$ cat src/rtl/alarm_controller_pkg.sv
// Shared types and constants for the anti-theft alarm controller:
// state codes, parameter-select encoding, time type and default intervals.
package alarm_controller_pkg;

    typedef logic [3:0] time_t;

    typedef enum logic [2:0] {
        ST_ARMED      = 3'd0,
        ST_TRIGGERED  = 3'd1,
        ST_SOUND      = 3'd2,
        ST_HOLD       = 3'd3,
        ST_DISARMED   = 3'd4,
        ST_WAIT_OPEN  = 3'd5,
        ST_WAIT_CLOSE = 3'd6,
        ST_ARM_DELAY  = 3'd7
    } state_t;

    typedef enum logic [1:0] {
        SEL_ARM       = 2'd0,
        SEL_DRIVER    = 2'd1,
        SEL_PASSENGER = 2'd2,
        SEL_ALARM     = 2'd3
    } param_sel_t;

    localparam time_t T_ARM_DEFAULT       = 4'd6;
    localparam time_t T_DRIVER_DEFAULT    = 4'd8;
    localparam time_t T_PASSENGER_DEFAULT = 4'd15;
    localparam time_t T_ALARM_DEFAULT     = 4'd10;

    // A zero-length countdown would never start, so it is stored as one second.
    function automatic time_t clamp_time(input time_t v);
        return (v == 4'd0) ? 4'd1 : v;
    endfunction

endpackage

$ cat src/rtl/alarm_controller_time_parameters.sv
// User-programmable interval registers with zero-clamped writes and a
// read mux selecting one of the four intervals.
module time_parameters
    import alarm_controller_pkg::*;
(
    input  logic       clock,
    input  logic       reset,
    input  logic       i_write,
    input  logic [1:0] i_write_sel,
    input  logic [3:0] i_write_value,
    input  logic [1:0] i_read_sel,
    output logic [3:0] o_read_value
);

    time_t r_params [4];

    // NOTE: this small register file is reset because the defaults are part of
    // the reset state; a large RAM would normally be left unreset.
    always_ff @(posedge clock or posedge reset) begin
        if (reset) begin
            r_params[SEL_ARM]       <= T_ARM_DEFAULT;
            r_params[SEL_DRIVER]    <= T_DRIVER_DEFAULT;
            r_params[SEL_PASSENGER] <= T_PASSENGER_DEFAULT;
            r_params[SEL_ALARM]     <= T_ALARM_DEFAULT;
        end else if (i_write) begin
            r_params[i_write_sel] <= clamp_time(i_write_value);
        end
    end

    assign o_read_value = r_params[i_read_sel];

endmodule

$ cat src/rtl/alarm_controller.sv
// Central anti-theft state machine: arming, intrusion detection, siren
// control, countdown-timer commands and the fuel-pump interlock.
module alarm_controller
    import alarm_controller_pkg::*;
(
    input  logic       clock,
    input  logic       reset,
    input  logic       i_ignition,
    input  logic       i_door_driver,
    input  logic       i_door_pass,
    input  logic       i_hidden_sw,
    input  logic       i_brake,
    input  logic       i_reprogram,
    input  logic [1:0] i_param_sel,
    input  logic [3:0] i_time_value,
    input  logic       i_expired,
    input  logic       i_half_hz_enable,
    output logic       o_start_timer,
    output logic [3:0] o_value,
    output logic       o_siren,
    output logic       o_status,
    output logic       o_fuel_pump,
    output logic [2:0] o_state_display
);

    state_t     r_state;
    state_t     w_next_state;
    param_sel_t r_interval;
    param_sel_t w_next_interval;
    logic       w_start;
    logic       w_expired_ok;
    logic       w_any_door;
    logic [3:0] w_param_value;
    logic       r_start_timer;
    logic       r_start_d;
    logic [3:0] r_value;
    logic       r_siren;
    logic       r_status;
    logic       r_fuel_pump;

    time_parameters u_time_parameters (
        .clock         (clock),
        .reset         (reset),
        .i_write       (i_reprogram),
        .i_write_sel   (i_param_sel),
        .i_write_value (i_time_value),
        .i_read_sel    (w_next_interval),
        .o_read_value  (w_param_value)
    );

    // The timer still shows its previous count during the load pulse and the
    // cycle after it, so expiry is not trusted until then.
    assign w_expired_ok = i_expired & ~r_start_timer & ~r_start_d;
    assign w_any_door   = i_door_driver | i_door_pass;

    // NOTE: every combinational output gets a default first so no path
    // through the case statement can infer a latch.
    always_comb begin
        w_next_state    = r_state;
        w_next_interval = r_interval;
        w_start         = 1'b0;
        if (i_ignition) begin
            w_next_state = ST_DISARMED;
        end else begin
            case (r_state)
                ST_ARMED: begin
                    if (i_door_driver) begin
                        w_next_state    = ST_TRIGGERED;
                        w_next_interval = SEL_DRIVER;
                        w_start         = 1'b1;
                    end else if (i_door_pass) begin
                        w_next_state    = ST_TRIGGERED;
                        w_next_interval = SEL_PASSENGER;
                        w_start         = 1'b1;
                    end
                end
                ST_TRIGGERED: if (w_expired_ok) w_next_state = ST_SOUND;
                ST_SOUND: begin
                    if (!w_any_door) begin
                        w_next_state    = ST_HOLD;
                        w_next_interval = SEL_ALARM;
                        w_start         = 1'b1;
                    end
                end
                ST_HOLD: begin
                    if (w_any_door)        w_next_state = ST_SOUND;
                    else if (w_expired_ok) w_next_state = ST_ARMED;
                end
                ST_DISARMED:  w_next_state = ST_WAIT_OPEN;
                ST_WAIT_OPEN: if (i_door_driver) w_next_state = ST_WAIT_CLOSE;
                ST_WAIT_CLOSE: begin
                    if (!w_any_door) begin
                        w_next_state    = ST_ARM_DELAY;
                        w_next_interval = SEL_ARM;
                        w_start         = 1'b1;
                    end
                end
                ST_ARM_DELAY: begin
                    if (w_any_door)        w_next_state = ST_WAIT_CLOSE;
                    else if (w_expired_ok) w_next_state = ST_ARMED;
                end
                default: w_next_state = ST_ARMED;
            endcase
        end
    end

    // NOTE: sequential state uses non-blocking assignments so every flop
    // samples the pre-edge values regardless of statement order.
    always_ff @(posedge clock or posedge reset) begin
        if (reset) begin
            r_state       <= ST_ARMED;
            r_interval    <= SEL_ARM;
            r_start_timer <= 1'b0;
            r_start_d     <= 1'b0;
            r_value       <= T_ARM_DEFAULT;
            r_siren       <= 1'b0;
            r_status      <= 1'b0;
        end else begin
            r_state       <= w_next_state;
            r_start_timer <= w_start;
            r_start_d     <= r_start_timer;
            r_siren       <= (w_next_state == ST_SOUND) || (w_next_state == ST_HOLD);
            if (w_start) begin
                r_interval <= w_next_interval;
                r_value    <= w_param_value;
            end
            case (w_next_state)
                ST_ARMED:                          r_status <= i_half_hz_enable;
                ST_TRIGGERED, ST_SOUND, ST_HOLD:   r_status <= 1'b1;
                default:                           r_status <= 1'b0;
            endcase
        end
    end

    always_ff @(posedge clock or posedge reset) begin
        if (reset)                                         r_fuel_pump <= 1'b0;
        else if (!i_ignition)                              r_fuel_pump <= 1'b0;
        else if (i_hidden_sw && i_brake)                   r_fuel_pump <= 1'b1;
    end

    assign o_start_timer   = r_start_timer;
    assign o_value         = r_value;
    assign o_siren         = r_siren;
    assign o_status        = r_status;
    assign o_fuel_pump     = r_fuel_pump;
    assign o_state_display = r_state;

endmodule

$ cat config.mk
export PLATFORM = sky130hd
export DESIGN_NAME = alarm_controller
export DESIGN_NICKNAME = d
export VERILOG_FILES = /design/src/rtl/alarm_controller_pkg.sv /design/src/rtl/alarm_controller_time_parameters.sv /design/src/rtl/alarm_controller.sv
export SDC_FILE = /design/constraint.sdc
export NUM_CORES = 1
export LEC_CHECK = 0
export CAP_MARGIN = 40
export CORE_AREA = 3 3 65 67
export CTS_BUF_LIST = sky130_fd_sc_hd__clkbuf_8
export DETAILED_ROUTE_END_ITERATION = 16
export DIE_AREA = 0 0 68 70
export GPL_ROUTABILITY_DRIVEN = 0
export GPL_TIMING_DRIVEN = 0
export PLACE_DENSITY_LB_ADDON = 0.2
export SETUP_SLACK_MARGIN = 0.15
export SLEW_MARGIN = 5
export SYNTH_ARGS = -nofsm -noshare
export SYNTH_HDL_FRONTEND = slang
export SYNTH_HIERARCHICAL = 1
export SYNTH_SLANG_ARGS = --single-unit
$ cat constraint.sdc
create_clock -name clock -period 2.8 [get_ports clock]
set_input_delay 0.56 -clock clock [delete_from_list [all_inputs] [get_ports clock]]
set_output_delay 0.56 -clock clock [all_outputs]
set_load 0.005 [all_outputs]
==> results of run 1 <==
==> cell families after synthesis <==
logic type	count (synthesis)	share of synthesized area, %
buf+inv	13	3.952
simple gates	26	12.37
mux	20	18.56
compound gates	25	12.63
flops	30	52.49
==> what timing repair did <==
action / CTS / global route
endpoints found under the setup margin: 3 / 2
resized for setup: 2 / 0
setup buffers: 0 / 2
pin swaps: 0 / 1
hold buffers: 0 / 0
==> metal layers <==
layer	vias up	share of wire, %
met3	5	6.7
met2	33	46
met4	0	2.7
met1	491	45
li1	491	-
met5	-	0
==> stage by stage <==
step                      setup TNS (ps)  instance area (sq um)  worst slack (ps)  power [mW]  hold WS, ps
after floorplan                        0                   1456             158.4      0.6923        388.6
after global placement             -1020                   1747            -317.0      0.7907        389.8
after detailed placement          -293.9                   1752            -157.9      0.7998        388.0
after CTS                              0                   1874             226.3       1.251        404.8
after global routing                   0                   1889             153.9       1.305        416.9
final                                  0                   1889             282.6       1.235        396.5
==> cell type report <==
type	instances	area [sq um]
tap	48	60.06
multi-input combinational	71	640.6
timing repair buffer	26	250.2
clock buffer	6	82.58
fill	339	1799
sequential	30	764.5
clock inverter	2	33.78
inverter	8	30.03
buffer	5	27.53
==> flip-flops by register name (all words and copies together), names as in the netlist <==
| register | count |
|---|---|
| u_time_parameters/r_params | 16 |
| o_value | 4 |
| o_status | 1 |
| r_interval | 2 |
| o_fuel_pump | 1 |
| r_start_d | 1 |
| o_siren | 1 |
| o_start_timer | 1 |
| o_state_display | 3 |
==> synthesized netlist by cell type (all sizes together) <==
master	count
dfrtp	19
mux2	16
dfstp	11
inv	8
a21oi	5
nor2	5
clkbuf	4
mux4	4
a211oi	3
a31oi	3
nor3	3
o21ai	3
a21o	2
a22o	2
a22oi	2
nand2	2
nand3	2
nand3b	2
nor3b	2
or3	2
or3b	2
a2bb2oi	1
and4b	1
and4bb	1
buf	1
nand2b	1
nor2b	1
nor4b	1
nor4bb	1
o211a	1
o211ai	1
o31ai	1
o41ai	1
==> worst max-delay path: cells and delay by family <==
kind / cells / cell delay (ps)
and+or+nand+nor: 1 / 470
AOI/OAI and AO/OA: 2 / 340
buffers and inverters: 1 / 540
muxes: 2 / 760
==> power by group <==
group | switching [mW] | internal [mW]
combinational | 0.0829 | 0.146
sequential | 0.0351 | 0.528
clock | 0.157 | 0.286
==> worst max path at each step <==
stage                            start    endpoint  slack, ps  cells past startpoint
detailed placement         i_door_pass  o_value[3]       -160                      6
global placement           i_door_pass  o_value[0]       -320                      6
finish                     i_door_pass  o_value[3]        280                      6
CTS                        i_door_pass  o_value[3]        230                      6
global route        o_state_display[0]  o_value[2]        150                      7
floorplan                   i_ignition  o_value[0]        160                      6
==> placed cells by master (no fill, tap or decap), drive strengths merged, types with 3 or more instances in the layout <==
| master | count |
|---|---|
| mux4 | 4 |
| dfrtp | 19 |
| nor2 | 5 |
| mux2 | 16 |
| a31oi | 3 |
| clkbuf | 10 |
| inv | 9 |
| buf | 4 |
| nor3 | 3 |
| dfstp | 11 |
| o21ai | 3 |
| clkdlybuf4s50 | 23 |
| a21oi | 5 |
| a211oi | 3 |
==> impl_results.md, run 1 <==
* Outcome: completed
* Die ar. at about 0.0048 sq mm
* DP Wirelength at ~2100 microns
* Top cell type's share of synthesized area at 32.65%
* Placed Cells incl. Taps at between 150 and 200
* DRT iter0 DRCs at 133
* Global-route wire length before repair at around 4600 microns
* Cell variety after synth at 38
* Clock root cell: clkbuf_8
* Flops & latches, synth at 30
* Hold Path Stages at 0
* Total CTS buffers at 5
* GRT busiest layer: met2
* Tcrit/Tclk final at between 80% and 90%
* Endpoints failing setup at 0
* WP data arrival at around 2700 ps
* Worst vdd ir at 0.3032 mV
* Pin count of the biggest net entering global routing at 17
* CP max stage delay at around 540 ps
* Clock-pin slew on the worst setup and hold paths at ~70 ps
* Met3 usage at 3.859%
* Clk sink count at 30
* ANT cells at 0
* Max clock buf depth at 2
* Worst reg2reg path depth at 7
* Maximum clock rate at 0.3972 GHz
* Core Util, Final at 51.22%
* Initial Util at 39.48%
* Post-synth top area cell: dfrtp_1
* DRC Markers at 0
* Max Slew Vio Count at 0
* Yosys warns at 6
* Non-filler instance count after layout at 196
* Final Hold Viols at 0
* TritonCTS clock tree: done
* Largest cells by area after synthesis: dfrtp_1 (33%), dfstp_2 (20%), mux2_2 (12%)
* Synth-to-Final Area Change at 29.72%
* Reg-to-reg slack, setup at 320 ps
* Cell Rows at 22
* H-tree depth at 2
* Max Fanout on Critical Path at 8
* Detailed-route via count at 1020
* CP required at between 2000 and 3000 ps
* Die X at roughly 70 microns
* Post-Syn Area at 0.001456 sq mm
* Die Height at approximately 70 microns
* NumNets Final at 163
* Share of layout cells above drive strength 1 at 34.46%
* IO Port Bufs at 23
* Hold_sp: o_start_timer
* Cell Chain, Critical Path: clkdlybuf4s50_1 > or3b_4 > o21ai_0 > a22o_2 > mux4_2 > mux2_2
* Clk_lat worst skew at 280 ps
* Relative slew slack at about three fifths
* Congestion Overflow GR at 0
* Final Critical Period at 2517 ps
* Antenna violations before repair at 0
* Slew at the pin closest to its max-slew limit at approximately 600 ps
* Total Wirelength at ~2700 microns
* Vias in the first global route at 972
* Post-route ant nets at 0
* Clk_skew at between 8 and 9 ps
* Mapped Cells at 114
* Max Cap Violations at 0
* Critical path type: in2reg
* Drt pass-1 iters at 4
* Critical-path top delay cell: clkdlybuf4s50_1
* Power density cells at between 600 and 700 mW/mm^2
* Post-Syn Area per Cell at 12.78 sq um
* Pleak at between 0.7 and 0.8 nW
* Total global-route track usage at approximately an eighth
* Sequential share of the synthesized area at a little over half
* # IOs at 27
* RR Endpoint: o_value[2]
* Post-synth net total at 130
* GR Layer Usage met1 at 17.25%
* Vias per inst at roughly 5.2
* Type of origin of the critical path: primary input
* CP Capture Type: flop
* Worst hold path type: reg2reg
* Worst reg2reg startpoint: o_state_display[0]
* M2 GR Usage at a little under a fifth
* Drt wl/cell at roughly 14 microns
* Core area at around 0.0037 sq mm
* WHS Endpoint: r_start_d
* Unrepaired setup endpoints after global routing: no
Note: power is estimated with default switching activity, not from simulation.
==> run 2, diff against run 1 <==
--- a/config.mk
+++ b/config.mk
@@ -12,7 +12,7 @@
 export DIE_AREA = 0 0 68 70
 export GPL_ROUTABILITY_DRIVEN = 0
 export GPL_TIMING_DRIVEN = 0
-export PLACE_DENSITY_LB_ADDON = 0.2
+export PLACE_DENSITY = 0.6
 export SETUP_SLACK_MARGIN = 0.15
 export SLEW_MARGIN = 5
 export SYNTH_ARGS = -nofsm -noshare
==> run 2 against run 1 <==
Compared with the run above: count of clock-buffer cells in the layout rose by 2; first-iteration DRC count fell by 57%; routed wire length rose by 12%; design area rose by 0.53%; combinational power rose by 3%; setup slack improved by 44 ps; sequential cell count did not move; register-to-register slack barely moved; sequential share of layout area fell by 0.21 points; worst hold slack improved by 2.0 ps; critical endpoint is now o_value[0]; largest cell class unchanged; highest routed layer unchanged.
==> impl_results.md, run 2 (same netlist as run 1, synthesis figures left out) <==
* H-tree depth at 2 (unchanged)
* Relative slew slack at 60.81% (-0.13 points)
* Final instance area at 0.001899 sq mm (+0.53%)
* WP data arrival at 2630 ps (-50 ps)
* Pre-CTS setup slack at -152.2 ps (+5.700 ps)
* # IOs at 27 (unchanged)
* Worst reg2reg startpoint: o_state_display[1]
* Clk_lat worst skew at 270 ps (about the same)
* Part of the power in the clock network at 33.3% (-2.6 points)
* Pleak at 0.7949 nW (+1.6%)
* RR Endpoint: o_value[0]
* Commonest non-fill, non-tap cells in the layout: clkdlybuf4s50_1 (22), dfrtp_1 (19), mux2_2 (16)
* Type of origin of the critical path: flop
* Non-filler instance count after layout at 197 (+0.51%)
* Die X at 68 microns (unchanged)
* Crit path from: o_state_display[1]
* Drt pass-1 iters at 4 (unchanged)
* Pin count of the biggest net entering global routing at 17 (unchanged)
* Unrepaired setup endpoints after global routing: no
* Max Fanout on Critical Path at 10 (+2)
* Total global-route track usage at 14.04% (+1.0 points)
* Hold_sp: o_start_timer
* DRT iter0 DRCs at 57 (-57%)
* WHS Endpoint: r_start_d
* Switching Fraction at 22.74% (+0.45 points)
* Placed Cells incl. Taps at 186 (unchanged)
* Worst reg2reg path depth at 8 (+1)
* Post-route ant nets at 0 (unchanged)
* Initial Util at 39.48% (unchanged)
* Core area at 0.003689 sq mm (unchanged)
* Worst vdd ir at 0.3765 mV (+24%)
* CP Capture Type: flop
* Placed Area at 0.001752 sq mm (unchanged)
* Die Height at 70 microns (unchanged)
* Vias in the first global route at 1091 (+12%)
* Outcome: completed
* Cell Rows at 22 (unchanged)
* Flop pwr share at 47.1% (+1.5 points)
* Global-route wire length before repair at 5030 microns (+10%)
* Setup TNS at 0 ps (unchanged)
* Final setup margin at 326.2 ps (+43.55 ps)
* Max Slew Vio Count at 0 (unchanged)
* Drt wl/cell at 15.34 microns (+11%)
* NetSw at 0.2719 mW (-1.2%)
* Clock root cell: clkbuf_8
* Clk_skew at 6.557 ps (-1.473 ps)
* Share of total power in combinational logic at 19.7% (+1.2 points)
* Tcrit/Tclk final at 88.35% (-1.6 points)
* Max clock buf depth at 2 (unchanged)
* Critical path type: reg2reg
* Pint at 0.9238 mW (-3.8%)
* DRC Markers at 0 (unchanged)
* Max Cap Violations at 0 (unchanged)
* Slew at the pin closest to its max-slew limit at 587.2 ps (+1.962 ps)
* Endpoints failing setup at 0 (unchanged)
* Synth-to-Final Area Change at 30.41%
* Power density cells at 629.6 mW/mm^2 (-3.7%)
* CP required at 2960 ps (about the same)
* Total CTS buffers at 5 (unchanged)
* Final Critical Period at 2474 ps (-43.55 ps)
* Reg-to-reg slack, setup at 330 ps (about the same)
* DP Wirelength at 2227 microns (+8.2%)
* Final Hold Viols at 0 (unchanged)
* Share of layout cells above drive strength 1 at 36.91% (+2.5 points)
* ANT cells at 0 (unchanged)
* Congestion Overflow GR at 0 (unchanged)
* Detailed-route via count at 1019 (-0.098%)
* IO Port Bufs at 23 (unchanged)
* Worst hold path type: reg2reg
* Total Wirelength at 3021 microns (+12%)
* Vias per inst at 5.173 (-0.61%)
* Maximum clock rate at 0.4042 GHz (+1.8%)
* NumNets Final at 164 (+0.61%)
* Clock-pin slew on the worst setup and hold paths at 60 ps (about the same)
* Most common cell after layout, fill and taps aside: clkdlybuf4s50_1
* Top reg by flops: u_time_parameters/r_params
* Hold Path Stages at 0 (unchanged)
* Max reg flops at 16 (unchanged)
* Antenna violations before repair at 0 (unchanged)
* Die ar. at 0.004760 sq mm (unchanged)
* Clk sink count at 30 (unchanged)
* TritonCTS clock tree: done
[run 2: final cells by class]
cell class,count,area [sq um]
clock buffer,8,110.1
fill,339,1789
timing repair buffer,27,260.3
tap,48,60.06
inverter,8,30.03
buffer,5,28.78
multi-input combinational,71,645.6
sequential,30,764.5
[run 2: worst max path at each step]
stage	cells after the start	slack [ps]	endpoint
floorplan	6	160	o_value[0]
global placement	6	-360	o_value[0]
detailed placement	6	-150	o_value[3]
CTS	7	140	o_value[0]
global route	7	180	o_value[0]
finish	8	330	o_value[0]
[run 2: critical path: stages, from the launching register on]
cell	delay, ps
dfrtp_1	380
clkbuf_1	340
nor2_1	100
a31oi_1	170
nor2_1	80
a211oi_2	280
buf_2	230
mux4_2	500
mux2_2	270
[run 2: metrics by stage]
| step | util, % | hold WS [ps] | total power [mW] |
|---|---|---|---|
| floorplan | - | 388.6 | 0.6923 |
| global placement | 47.35 | 378.9 | 0.7928 |
| detailed placement | 47.49 | 392.6 | 0.8019 |
| CTS | 50.64 | 407.0 | 1.208 |
| global route | 51.49 | 422.8 | 1.264 |
| finish | 51.49 | 398.5 | 1.196 |
[run 2: power groups by stage]
| stage | clock network, mW | registers (mW) | logic [mW] |
|---|---|---|---|
| floorplan | 0 | 0.564 | 0.129 |
| global placement | 0 | 0.567 | 0.226 |
| detailed placement | 0 | 0.571 | 0.231 |
| CTS | 0.412 | 0.564 | 0.232 |
| global route | 0.436 | 0.571 | 0.257 |
| finish | 0.398 | 0.563 | 0.235 |
[run 2: what timing repair did]
item / 4_1_cts / 5_1_grt
endpoints found under the setup margin: 3 / 3
setup buffers: 0 / 3
pin swaps: 0 / 1
resized for setup: 2 / 4
hold buffers: 0 / 0
[run 2: per-layer routing]
metal / vias up / global-route usage [%] / wire length [microns]
li1: 493 / - / -
met5: - / 0 / 0
met2: 26 / 23.55 / 1572
met1: 496 / 16.63 / 1262
met4: 0 / 4.636 / 30
met3: 4 / 4.341 / 156
